==> src/rtl/audio_pkg.sv <==
// rtl/audio_pkg.sv - shared audio defaults and width helpers for the I2S transmit path
package audio_pkg;

  localparam int AUDIO_DATA_W  = 16;
  localparam int AUDIO_CLK_DIV = 4;
  localparam int SLOTS         = 2 * AUDIO_DATA_W;
  localparam int SLOT_W        = $clog2(SLOTS);

  function automatic int slot_w(input int data_w);
    return $clog2(2 * data_w);
  endfunction

  // A divide-by-one still needs a one-bit counter register.
  function automatic int cnt_w(input int clk_div);
    return (clk_div > 1) ? $clog2(clk_div) : 1;
  endfunction

endpackage

==> src/rtl/i2s_sclk_gen.sv <==
// rtl/i2s_sclk_gen.sv - bit-clock divider producing sclk and a falling-edge strobe
module i2s_sclk_gen
  import audio_pkg::*;
#(
  parameter int CLK_DIV = AUDIO_CLK_DIV
) (
  input  logic i_clk,
  input  logic i_reset,
  output logic o_sclk,
  output logic o_fall_stb
);

  localparam int CNT_W = cnt_w(CLK_DIV);

  logic [CNT_W-1:0] r_div_cnt;
  logic             r_sclk;
  logic             w_term;

  assign w_term     = (r_div_cnt == CNT_W'(CLK_DIV - 1));
  // Strobe coincides with the clk edge on which sclk drops to 0.
  assign o_fall_stb = w_term & r_sclk;
  assign o_sclk     = r_sclk;

  always_ff @(posedge i_clk) begin
    if (i_reset) begin
      r_div_cnt <= '0;
      r_sclk    <= 1'b0;
    end else if (w_term) begin
      r_div_cnt <= '0;
      r_sclk    <= ~r_sclk;
    end else begin
      r_div_cnt <= r_div_cnt + CNT_W'(1);
    end
  end

endmodule

==> src/rtl/i2s_transmisor.sv <==
// rtl/i2s_transmisor.sv - I2S stereo transmitter; UNDERRUN_HOLD_EN repeats the last pair on underrun
module i2s_transmisor
  import audio_pkg::*;
#(
  parameter int DATA_W  = AUDIO_DATA_W,
  parameter int CLK_DIV = AUDIO_CLK_DIV
) (
  input  logic              clk,
  input  logic              reset,
  input  logic              s_valid,
  output logic              s_ready,
  input  logic [DATA_W-1:0] s_left,
  input  logic [DATA_W-1:0] s_right,
  output logic              sclk,
  output logic              ws,
  output logic              sdata,
  output logic              underrun
);

  localparam int SW = slot_w(DATA_W);
  localparam int FW = 2 * DATA_W;
  localparam logic [SW-1:0] SLOT_LAST = SW'(FW - 1);
  localparam logic [SW-1:0] SLOT_WS_R = SW'(DATA_W - 1);

  logic          w_fall_stb;
  logic [SW-1:0] w_slot_next;
  logic          w_load;
  logic          w_accept;
  logic [FW-1:0] w_frame;

  logic [SW-1:0] r_slot;
  logic          r_full;
  logic [FW-1:0] r_hold;
  logic [FW-1:0] r_shift;
  logic          r_ws;
  logic          r_sdata;
  logic          r_underrun;
`ifdef UNDERRUN_HOLD_EN
  logic [FW-1:0] r_last;
`endif

  i2s_sclk_gen #(
    .CLK_DIV(CLK_DIV)
  ) u_sclk_gen (
    .i_clk     (clk),
    .i_reset   (reset),
    .o_sclk    (sclk),
    .o_fall_stb(w_fall_stb)
  );

  assign w_slot_next = (r_slot == SLOT_LAST) ? '0 : r_slot + SW'(1);
  assign w_load      = w_fall_stb && (w_slot_next == '0);
  assign w_accept    = s_valid && !r_full;

`ifdef UNDERRUN_HOLD_EN
  assign w_frame = r_full ? r_hold : r_last;
`else
  assign w_frame = r_full ? r_hold : '0;
`endif

  assign s_ready  = ~r_full;
  assign ws       = r_ws;
  assign sdata    = r_sdata;
  assign underrun = r_underrun;

  always_ff @(posedge clk) begin
    if (reset) begin
      r_slot     <= SLOT_LAST;
      r_full     <= 1'b0;
      r_hold     <= '0;
      r_shift    <= '0;
      r_ws       <= 1'b0;
      r_sdata    <= 1'b0;
      r_underrun <= 1'b0;
`ifdef UNDERRUN_HOLD_EN
      r_last     <= '0;
`endif
    end else begin
      r_underrun <= 1'b0;
      if (w_fall_stb) begin
        r_slot <= w_slot_next;
        // ws leads each channel's MSB by one slot.
        if (w_slot_next == SLOT_WS_R)
          r_ws <= 1'b1;
        else if (w_slot_next == SLOT_LAST)
          r_ws <= 1'b0;
        if (w_load) begin
          r_shift    <= w_frame;
          r_sdata    <= w_frame[FW-1];
          r_underrun <= ~r_full;
          r_full     <= 1'b0;
`ifdef UNDERRUN_HOLD_EN
          r_last     <= w_frame;
`endif
        end else begin
          r_shift <= {r_shift[FW-2:0], 1'b0};
          r_sdata <= r_shift[FW-2];
        end
      end
      // Accept after load: a pair arriving on the load clk waits for the next frame.
      if (w_accept) begin
        r_full <= 1'b1;
        r_hold <= {s_left, s_right};
      end
    end
  end

endmodule

==> config.mk <==
export PLATFORM = sky130hd
export DESIGN_NAME = i2s_transmisor
export DESIGN_NICKNAME = d
export VERILOG_FILES = /design/src/rtl/audio_pkg.sv /design/src/rtl/i2s_sclk_gen.sv /design/src/rtl/i2s_transmisor.sv
export SDC_FILE = /design/constraint.sdc
export NUM_CORES = 1
export LEC_CHECK = 0
export ABC_AREA = 0
export CAP_MARGIN = 10
export CORE_MARGIN = 2
export CORE_UTILIZATION = 30
export DETAILED_ROUTE_END_ITERATION = 8
export SLEW_MARGIN = 20
export SYNTH_ARGS = -nofsm -noshare
export SYNTH_HDL_FRONTEND = slang
export SYNTH_SLANG_ARGS = --single-unit
==> constraint.sdc <==
create_clock -name clk -period 6.21 [get_ports clk]
set_clock_uncertainty 0.05 [all_clocks]
set_input_delay 0.9315 -clock clk [delete_from_list [all_inputs] [get_ports clk]]
set_output_delay 0.9315 -clock clk [all_outputs]
set_load 0.02 [all_outputs]
==> impl_metrics.csv, run 1 <==
group,metric,value,unit
run_status,status,"completed",
placement,placed_cell_area,3560,sq um
critical_path,cp_max_fo,38,
die,start_util,30.5,%
timing,hold_viol,0,
placement,gp_congestion,0.779,
global_route,grt_usage,12.4,%
power_and_ir_drop,p_leak,1.41,nW
clock_tree,root_buffer,"clkbuf_8",
synth,syn_area_per_cell,9.17,sq um
clock_tree,cts_made_buffers,9,
clock_tree,path_clk_slew,70,ps
clock_tree,cts-htree-levels,3,
critical_path,worstPathArrival,2890,ps
cells_and_area,final_common_cell,"dfxtp_1",
power_and_ir_drop,power_frac_seq,47.9,%
power_and_ir_drop,swShare,20.5,%
detailed_routing,vias,2388,
detailed_routing,routedWlPerCell,12.9,um
clock_tree,clock_latency,340,ps
die,die-width,105,um
critical_path,worst-setup-path-type,"in -> reg",
synth,synthDistinctLibCells,33,
power_and_ir_drop,p_total,1.05,mW
synth,yosys_warnings,0,
cells_and_area,final_cell_mix,"75 x dfxtp_1, 67 x nand2_1, 38 x clkdlybuf4s50_1",
power_and_ir_drop,p_sw,0.216,mW
clock_tree,cts_setup_buffers,0,
power_and_ir_drop,pwr-share-clk,45.7,%
detailed_routing,m1WireLength,3.20,mm
cells_and_area,seqCellArea,1500,sq um
timing,worst_slew_pin_slew,675,ps
detailed_routing,first_pass_iters,5,
synth,synth-seq-cells,75,
cells_and_area,post-route-util,37.7,%
detailed_routing,top_layer_used,"met4",
timing,layout_setup_ws,3500,ps
timing,fin_crit_sh,43.7,%
detailed_routing,detail-route-antenna-nets,0,
die,io-pin-count,40,
cells_and_area,fillCellCount,1049,
power_and_ir_drop,combPwrFrac,6.4,%
power_and_ir_drop,internal-power,0.837,mW
detailed_routing,met2_length,3.05,mm
global_route,grt_max_degree,39,
power_and_ir_drop,power_density,276,nW/um^2
critical_path,worstPathRequired,6390,ps
die,dieArea,11100,sq um
placement,hpwl,4.17,mm
global_route,grt_pass1_wl,11.0,mm
detailed_routing,drtIter0Drc,135,
die,core_area,10100,sq um
global_route,antenna_found_initial,0,
job,cap_violations,0,
cells_and_area,multi_input_area,1450,sq um
timing,setup_viol,0,
synth,yosysSeqAreaShare,48.6,%
cells_and_area,nNetsFinal,407,
timing,fin_crit,2710,ps
clock_tree,clockBufferDepth,2,
timing,rsz0062_at_grt,"no",
timing,tns,0,ps
clock_tree,cts_sinks,75,
synth,synth_area,3090,sq um
global_route,first_global_vias,2373,
cells_and_area,stdcell_area,3820,sq um
clock_tree,cts_tree,"built",
placement,dp_slack,3160,ps
cells_and_area,antenna_cells,0,
clock_tree,post_cts_resized,0,
min_path,worstHoldPathType,"reg -> reg",
die,die_height,105,um
synth,syn_nets,375,
detailed_routing,routed_wl,6.57,mm
global_route,grt.overflow.total,0,
die,row_count,37,
power_and_ir_drop,ir_drop,0.0887,mV
timing,slew-limit-headroom,55.0,%
detailed_routing,vias_per_cell,4.68,
synth,syn_inst,337,
timing,max_freq,0.369,GHz
placement,io_buffers,39,
critical_path,end_kind,"register",
clock_tree,ctsHoldBuffers,0,
cells_and_area,drive_gt1_share,8.56,%
detailed_routing,dr_wl_met3,253,um
critical_path,critPathLaunchType,"primary input",
cells_and_area,synthToLayoutAreaGrowth,23.7,%
detailed_routing,drc,0,
timing,finalMaxSlewViolations,0,
[layer usage]
layer	up-vias	global-route usage, %
li1	1234	-
met1	1117	15.3
met2	28	20.3
met3	9	4.58
met4	0	3.43
met5	-	0
[synthesized netlist by cell type]
cell type | number | share of area [%]
mux2_4 | 1 | 0.49
and3_4 | 1 | 0.36
a31oi_2 | 1 | 0.40
a221o_2 | 2 | 0.73
nand3_1 | 1 | 0.16
buf_6 | 5 | 1.8
a221o_1 | 30 | 9.7
or4_1 | 1 | 0.24
a31oi_1 | 3 | 0.61
clkbuf_1 | 16 | 1.9
dfxtp_1 | 75 | 49
nor4_4 | 1 | 0.69
and2_1 | 32 | 6.5
nand2_1 | 67 | 8.1
and2b_2 | 1 | 0.28
a31o_1 | 1 | 0.28
or3_1 | 1 | 0.20
ha_1 | 3 | 1.2
nor2_1 | 8 | 0.97
o21ai_0 | 1 | 0.16
inv_1 | 3 | 0.36
nor3b_1 | 2 | 0.49
nand2b_1 | 1 | 0.20
xnor2_1 | 2 | 0.57
a311oi_1 | 1 | 0.28
a21oi_1 | 33 | 5.3
a41o_2 | 1 | 0.36
a211o_1 | 4 | 1.1
and3_2 | 1 | 0.24
buf_1 | 3 | 0.36
mux2i_2 | 1 | 0.45
nor2b_1 | 29 | 5.9
nor3_1 | 5 | 0.81
[flip-flops by register name (all words and copies together), names as in the netlist, 2 cells and up]
name	flops
r_hold	32
r_shift	31
r_slot	5
u_sclk_gen.r_div_cnt	2
[power groups by stage]
stage / clock network, mW / registers [mW] / logic [mW]
after floorplan: 0 / 0.513 / 0.0360
after global placement: 0 / 0.515 / 0.0679
after detailed placement: 0 / 0.516 / 0.0691
after CTS: 0.496 / 0.504 / 0.0694
after global routing: 0.517 / 0.506 / 0.0759
final: 0.481 / 0.504 / 0.0679
[area by class of cell]
class | instances | area share [%]
clock buffers | 11 | 3.44
repair buffers | 45 | 11.3
flip-flops and latches | 75 | 39.3
clock inverters | 5 | 3.27
multi-input cells | 235 | 38.0
well taps | 136 | 4.45
inverters | 3 | 0.295
[stage by stage]
| stage | hold WS, ps | cells |
|---|---|---|
| after global routing | 423 | 510 |
| after global placement | 364 | 494 |
| final | 385 | 510 |
| after CTS | 390 | 510 |
| after floorplan | 354 | 337 |
| after detailed placement | 378 | 494 |
[critical path, stage by stage]
cell	delay (ps)
buf_2	530
buf_4	470
or3_1	210
nor4_4	40
buf_4	250
a221o_2	420
[final timing paths]
kind | to | depth (start not counted) | slack (ps) | from
max reg2reg | r_shift[26]$_SDFFE_PP0P_ | 8 | 3670 | r_slot[0]$_SDFFE_PP1P_
min | u_sclk_gen.r_div_cnt[0]$_SDFF_PP0_ | 1 | 380 | u_sclk_gen.r_div_cnt[0]$_SDFF_PP0_
max | r_shift[26]$_SDFFE_PP0P_ | 6 | 3500 | reset
min reg2reg | u_sclk_gen.r_div_cnt[0]$_SDFF_PP0_ | 1 | 380 | u_sclk_gen.r_div_cnt[0]$_SDFF_PP0_
[logic make-up after synthesis]
logic type / after synthesis / share of synthesized area (%)
AO/OA/AOI/OAI: 77 / 19.0
XOR/XNOR: 2 / 0.567
adder cells (fa/ha/maj): 3 / 1.22
buffers and inverters: 27 / 4.50
flip-flops: 75 / 48.6
multiplexers: 2 / 0.931
AND/OR/NAND/NOR: 151 / 25.2
No activity file was read; power rests on OpenSTA's default activity.
==> run 2: changes to the inputs <==
clock period = 2.6 ns   (was 6.21 ns; I/O delays follow)
==> run 2 against run 1 <==
Against the previous run:
- worst hold slack worse by 4.6 ps
- clock-buffer cell count down 1
- highest routed layer unchanged
- routed wire length up 0.75%
- final cell count up 0.20%
- die area unchanged
- combinational power up 140%
- cell area down 0.88%
- sequential cell count unchanged
- clock power up 88%
- sequential share of layout area up 0.35 points
- first-iteration DRC count down 21%
==> impl_metrics.csv, run 2 (synthesized netlist as in run 1, its figures left out) <==
group,metric,value,unit
timing,slew-limit-headroom,70.0,%
detailed_routing,vias,2409,
cells_and_area,fillCellCount,1032,
placement,hpwl,4.32,mm
power_and_ir_drop,power_frac_seq,53.0,%
power_and_ir_drop,p_total,2.27,mW
power_and_ir_drop,power_density,600,nW/um^2
die,dieArea,11100,sq um
cells_and_area,final_common_cell,"dfxtp_1",
critical_path,cp_max_fo,31,
min_path,worstHoldPathType,"reg -> reg",
clock_tree,cts_tree,"built",
placement,io_buffers,39,
detailed_routing,first_pass_iters,4,
detailed_routing,routedWlPerCell,12.9,um
timing,rsz0062_at_grt,"no",
cells_and_area,largest_reg_flops,32,
clock_tree,post_cts_resized,0,
power_and_ir_drop,p_sw,0.540,mW
critical_path,worst-setup-path-type,"reg -> reg",
power_and_ir_drop,internal-power,1.73,mW
job,cap_violations,0,
cells_and_area,final_cell_mix,"75 x dfxtp_1, 67 x nand2_1, 38 x clkdlybuf4s50_1",
clock_tree,cts-htree-levels,3,
detailed_routing,drtIter0Drc,107,
clock_tree,clockBufferDepth,2,
power_and_ir_drop,p_leak,1.38,nW
detailed_routing,routed_wl,6.62,mm
global_route,antenna_found_initial,0,
power_and_ir_drop,combPwrFrac,7.2,%
global_route,grt.overflow.total,0,
detailed_routing,drc,0,
cells_and_area,antenna_cells,0,
timing,max_freq,0.414,GHz
clock_tree,cts_sinks,75,
placement,gp_congestion,0.796,
cells_and_area,regMostFlops,"r_hold",
timing,finalMaxSlewViolations,0,
global_route,grt_usage,12.7,%
power_and_ir_drop,swShare,23.8,%
clock_tree,ctsHoldBuffers,0,
cells_and_area,drive_gt1_share,9.33,%
die,row_count,37,
die,core_area,10100,sq um
critical_path,worstPathArrival,2650,ps
critical_path,critPathLaunchType,"register",
clock_tree,path_clk_slew,80,ps
critical_path,worstPathRequired,2830,ps
global_route,first_global_vias,2465,
cells_and_area,nNetsFinal,408,
timing,worst_slew_pin_slew,447,ps
global_route,grt_pass1_wl,11.4,mm
clock_tree,cts_setup_buffers,0,
timing,fin_crit,2420,ps
die,start_util,30.5,%
cells_and_area,reg_top3,"r_hold (32), r_shift (31), r_slot (5)",
clock_tree,cts_made_buffers,9,
timing,setup_viol,0,
clock_tree,clock_latency,340,ps
timing,hold_viol,0,
detailed_routing,vias_per_cell,4.71,
die,die-width,105,um
timing,tns,0,ps
run_status,status,"completed",
cells_and_area,synthToLayoutAreaGrowth,22.6,%
power_and_ir_drop,ir_drop,0.289,mV
die,die_height,105,um
critical_path,end_kind,"register",
die,io-pin-count,40,
timing,fin_crit_sh,93.0,%
detailed_routing,detail-route-antenna-nets,0,
global_route,grt_max_degree,38,
timing,holdWs,380,ps
power_and_ir_drop,pwr-share-clk,39.8,%
clock_tree,root_buffer,"clkbuf_8",
## run 2: power by group through the flow
stage          Sequential, mW  Combinational, mW  Clock (mW)
2_1_floorplan            1.23             0.0861           0
3_3_place_gp             1.23              0.162           0
3_5_place_dp             1.23              0.165           0
4_1_cts                  1.21              0.166       0.932
5_1_grt                  1.21              0.184       0.990
6_report                 1.21              0.163       0.905
## run 2: final cells by class
class                      count  area, sq um  share of cell area (%)
tap                          136          170                    4.49
clock inverter                 6         65.1                    1.72
inverter                       3         11.3                   0.297
clock buffer                  10          138                    3.63
sequential                    75         1500                    39.6
timing repair buffer          46          450                    11.9
multi-input combinational    235         1450                    38.3
## run 2: worst max-delay path, cell delays in order, from the launching register on
cell and delay, ps:
dfxtp_1 440, ha_1 250, and3_2 190, ha_1 280, nor2b_1 110, mux2_4 320, nor4_4 310, buf_12 230
a221o_1 170
## run 2: path summary, 6_finish.rpt
kind | startpoint | endpoint | slack [ps] | cells after the start
worst max-delay path | r_slot[0]$_SDFFE_PP1P_ | r_shift[28]$_SDFFE_PP0P_ | 180 | 8
worst min-delay path | u_sclk_gen.r_div_cnt[0]$_SDFF_PP0_ | u_sclk_gen.r_div_cnt[0]$_SDFF_PP0_ | 380 | 1
worst max register to register | r_slot[0]$_SDFFE_PP1P_ | r_shift[28]$_SDFFE_PP0P_ | 180 | 8
worst min register to register | u_sclk_gen.r_div_cnt[0]$_SDFF_PP0_ | u_sclk_gen.r_div_cnt[0]$_SDFF_PP0_ | 380 | 1
## run 2: through the flow
step | util, % | instances | setup WS (ps) | instance area (sq um)
2_1_floorplan | - | 337 | 386 | 3090
3_3_place_gp | 35.4 | 495 | 307 | 3580
3_5_place_dp | 35.4 | 495 | 219 | 3580
4_1_cts | 37.4 | 511 | 196 | 3790
5_1_grt | 37.4 | 511 | 40.2 | 3790
6_report | 37.4 | 511 | 182 | 3790
## run 2: routing by layer
| layer | vias up | GRT usage, % | part of all wire [%] |
|---|---|---|---|
| li1 | 1239 | - | - |
| met1 | 1121 | 15.9 | 48 |
| met2 | 45 | 20.7 | 47 |
| met3 | 4 | 4.51 | 4.4 |
| met4 | 0 | 3.14 | 0.57 |
| met5 | - | 0 | 0 |
==> run 3: changes to the inputs <==
CORE_UTILIZATION = 40   (was 30)
==> run 3 against run 2 <==
Against the previous run:
- routed wire length fell by 5.3%
- clock-buffer cell count rose by 3
- final cell count fell by 6.3%
- first-iteration DRC count fell by 11%
- combinational power barely moved
- critical path depth did not move
- maximum frequency rose by 2.8%
- sequential cell count did not move
- register-to-register slack improved by 70 ps
- sequential share of layout area rose by 0.63 points
- clock power fell by 16%
- cell area fell by 1.6%
- largest cell class unchanged
- largest power group unchanged
- highest routed layer unchanged
==> impl_metrics.csv, run 3 (synthesized netlist as in run 1, its figures left out) <==
group,metric,value,unit
detailed_routing,detail-route-antenna-nets,0,
power_and_ir_drop,power_frac_seq,56.6,%
clock_tree,root_buffer,"clkbuf_8",
cells_and_area,reg_top3,"r_hold (32), r_shift (31), r_slot (5)",
power_and_ir_drop,p_leak,1.38,nW
die,core_area,7610,sq um
job,cap_violations,0,
power_and_ir_drop,combPwrFrac,7.7,%
critical_path,worstPathRequired,2830,ps
timing,max_freq,0.425,GHz
power_and_ir_drop,p_total,2.13,mW
timing,finalMaxSlewViolations,0,
cells_and_area,seqCellArea,1500,sq um
die,start_util,40.6,%
clock_tree,cts_made_buffers,9,
min_path,hold_start,"u_sclk_gen.r_div_cnt[0]$_SDFF_PP0_",
cells_and_area,regMostFlops,"r_hold",
run_status,status,"completed",
power_and_ir_drop,pwr-share-clk,35.7,%
critical_path,end_kind,"register",
power_and_ir_drop,ir_drop,0.328,mV
critical_path,crit_chain,"ha_1 > and3_2 > ha_2 > nor2b_1 > mux2_4 > nor4_4 > buf_12 > a221o_1",
critical_path,worst-setup-path-type,"reg -> reg",
cells_and_area,nNetsFinal,411,
critical_path,critPathMaxStageDelay,440,ps
timing,slew-limit-headroom,65.0,%
cells_and_area,antenna_cells,0,
cells_and_area,multi_input_area,1450,sq um
die,io-pin-count,40,
placement,gp_congestion,0.860,
critical_path,r2r_slack,250,ps
timing,hold_viol,0,
die,row_count,32,
detailed_routing,drc,0,
timing,setup_viol,0,
clock_tree,path_clk_slew,70,ps
timing,fin_crit,2350,ps
global_route,grt_pass1_wl,10.8,mm
global_route,grt_usage,16.2,%
detailed_routing,first_pass_iters,4,
cells_and_area,largest_reg_flops,32,
detailed_routing,drtIter0Drc,95,
global_route,antenna_found_initial,0,
min_path,min_to,"u_sclk_gen.r_div_cnt[0]$_SDFF_PP0_",
cells_and_area,final_common_cell,"dfxtp_1",
clock_tree,cts_tree,"built",
clock_tree,cts_sinks,75,
global_route,grt_max_degree,52,
cells_and_area,synthToLayoutAreaGrowth,20.7,%
die,die-width,91.9,um
cells_and_area,fillCellCount,747,
power_and_ir_drop,internal-power,1.64,mW
critical_path,rr_worst_depth,8,
timing,tns,0,ps
timing,worst_slew_pin_slew,525,ps
global_route,grt.overflow.total,0,
die,die_height,91.9,um
cells_and_area,drive_gt1_share,9.28,%
die,dieArea,8440,sq um
cells_and_area,final_cell_mix,"75 x dfxtp_1, 67 x nand2_1, 38 x clkdlybuf4s50_1",
power_and_ir_drop,p_sw,0.493,mW
power_and_ir_drop,swShare,23.2,%
critical_path,worstPathArrival,2590,ps
detailed_routing,routed_wl,6.27,mm
critical_path,cp_max_fo,24,
critical_path,regToRegEndpoint,"r_shift[11]$_SDFFE_PP0P_",
clock_tree,cts-htree-levels,3,
clock_tree,clock_latency,340,ps
power_and_ir_drop,power_density,571,nW/um^2
placement,io_buffers,39,
clock_tree,ctsHoldBuffers,0,
detailed_routing,vias,2411,
placement,hpwl,4.03,mm
timing,rsz0062_at_grt,"no",
global_route,first_global_vias,2373,
min_path,hold_depth,1,
critical_path,timing.rr.start,"r_slot[0]$_SDFFE_PP1P_",
detailed_routing,routedWlPerCell,13.1,um
timing,fin_crit_sh,90.5,%
detailed_routing,vias_per_cell,5.03,
critical_path,cpMaxStageDelayCell,"dfxtp_1",
min_path,worstHoldPathType,"reg -> reg",
critical_path,critPathLaunchType,"register",
clock_tree,clockBufferDepth,2,
-- run 3: final cells by class --
cell class	instances	area share (%)
sequential	75	40.3
multi-input combinational	235	39.0
timing repair buffer	49	12.7
clock buffer	13	3.99
tap	102	3.42
clock inverter	2	0.336
inverter	3	0.302
-- run 3: worst max-delay path by stage --
stage,from,end,slack [ps],cells past startpoint
CTS,r_slot[0]$_SDFFE_PP1P_,r_shift[11]$_SDFFE_PP0P_,190,8
detailed placement,r_slot[0]$_SDFFE_PP1P_,r_shift[12]$_SDFFE_PP0P_,210,8
floorplan,r_slot[0]$_SDFFE_PP1P_,r_shift[1]$_SDFFE_PP0P_,390,8
finish,r_slot[0]$_SDFFE_PP1P_,r_shift[11]$_SDFFE_PP0P_,250,8
global placement,r_slot[0]$_SDFFE_PP1P_,r_shift[12]$_SDFFE_PP0P_,280,8
global route,r_slot[0]$_SDFFE_PP1P_,r_shift[12]$_SDFFE_PP0P_,80,8
-- run 3: through the flow --
stage	utilization [%]	cells	instance area, sq um	hold slack (ps)	setup WS, ps
floorplan	-	337	3090	354	386
detailed placement	46.9	464	3560	380	209
global placement	46.9	464	3560	363	279
global route	49.0	479	3730	400	82.7
CTS	49.0	479	3730	391	192
finish	49.0	479	3730	389	247
-- run 3: routing by layer --
metal | share of wire, % | vias to the layer above | global-route usage [%]
met3 | 3.4 | 8 | 5.42
met1 | 49 | 1129 | 19.8
met5 | 0 | - | 0
met4 | 1.3 | 0 | 4.48
li1 | - | 1241 | -
met2 | 47 | 33 | 27.3
-- run 3: repair_timing --
| item | in CTS | in global routing |
|---|---|---|
| setup endpoints to repair | 0 | 2 |
| gates resized for setup | 0 | 1 |
| buffers inserted | 0 | 0 |
-- run 3: power by group through the flow --
stage	logic [mW]	registers (mW)	clock network (mW)
3_5_place_dp	0.167	1.23	0
3_3_place_gp	0.164	1.23	0
5_1_grt	0.187	1.21	0.837
6_report	0.164	1.21	0.759
2_1_floorplan	0.0861	1.23	0
4_1_cts	0.167	1.21	0.784
-- run 3: critical path, delay by kind of cell, from the launching register on --
| family | cells | cell delay, ps |
|---|---|---|
| flip-flops | 1 | 440 |
| adder cells (fa/ha/maj) | 2 | 500 |
| AND/OR/NAND/NOR | 3 | 620 |
| AO/OA/AOI/OAI | 1 | 170 |
| buffers and inverters | 1 | 210 |
| multiplexers | 1 | 310 |
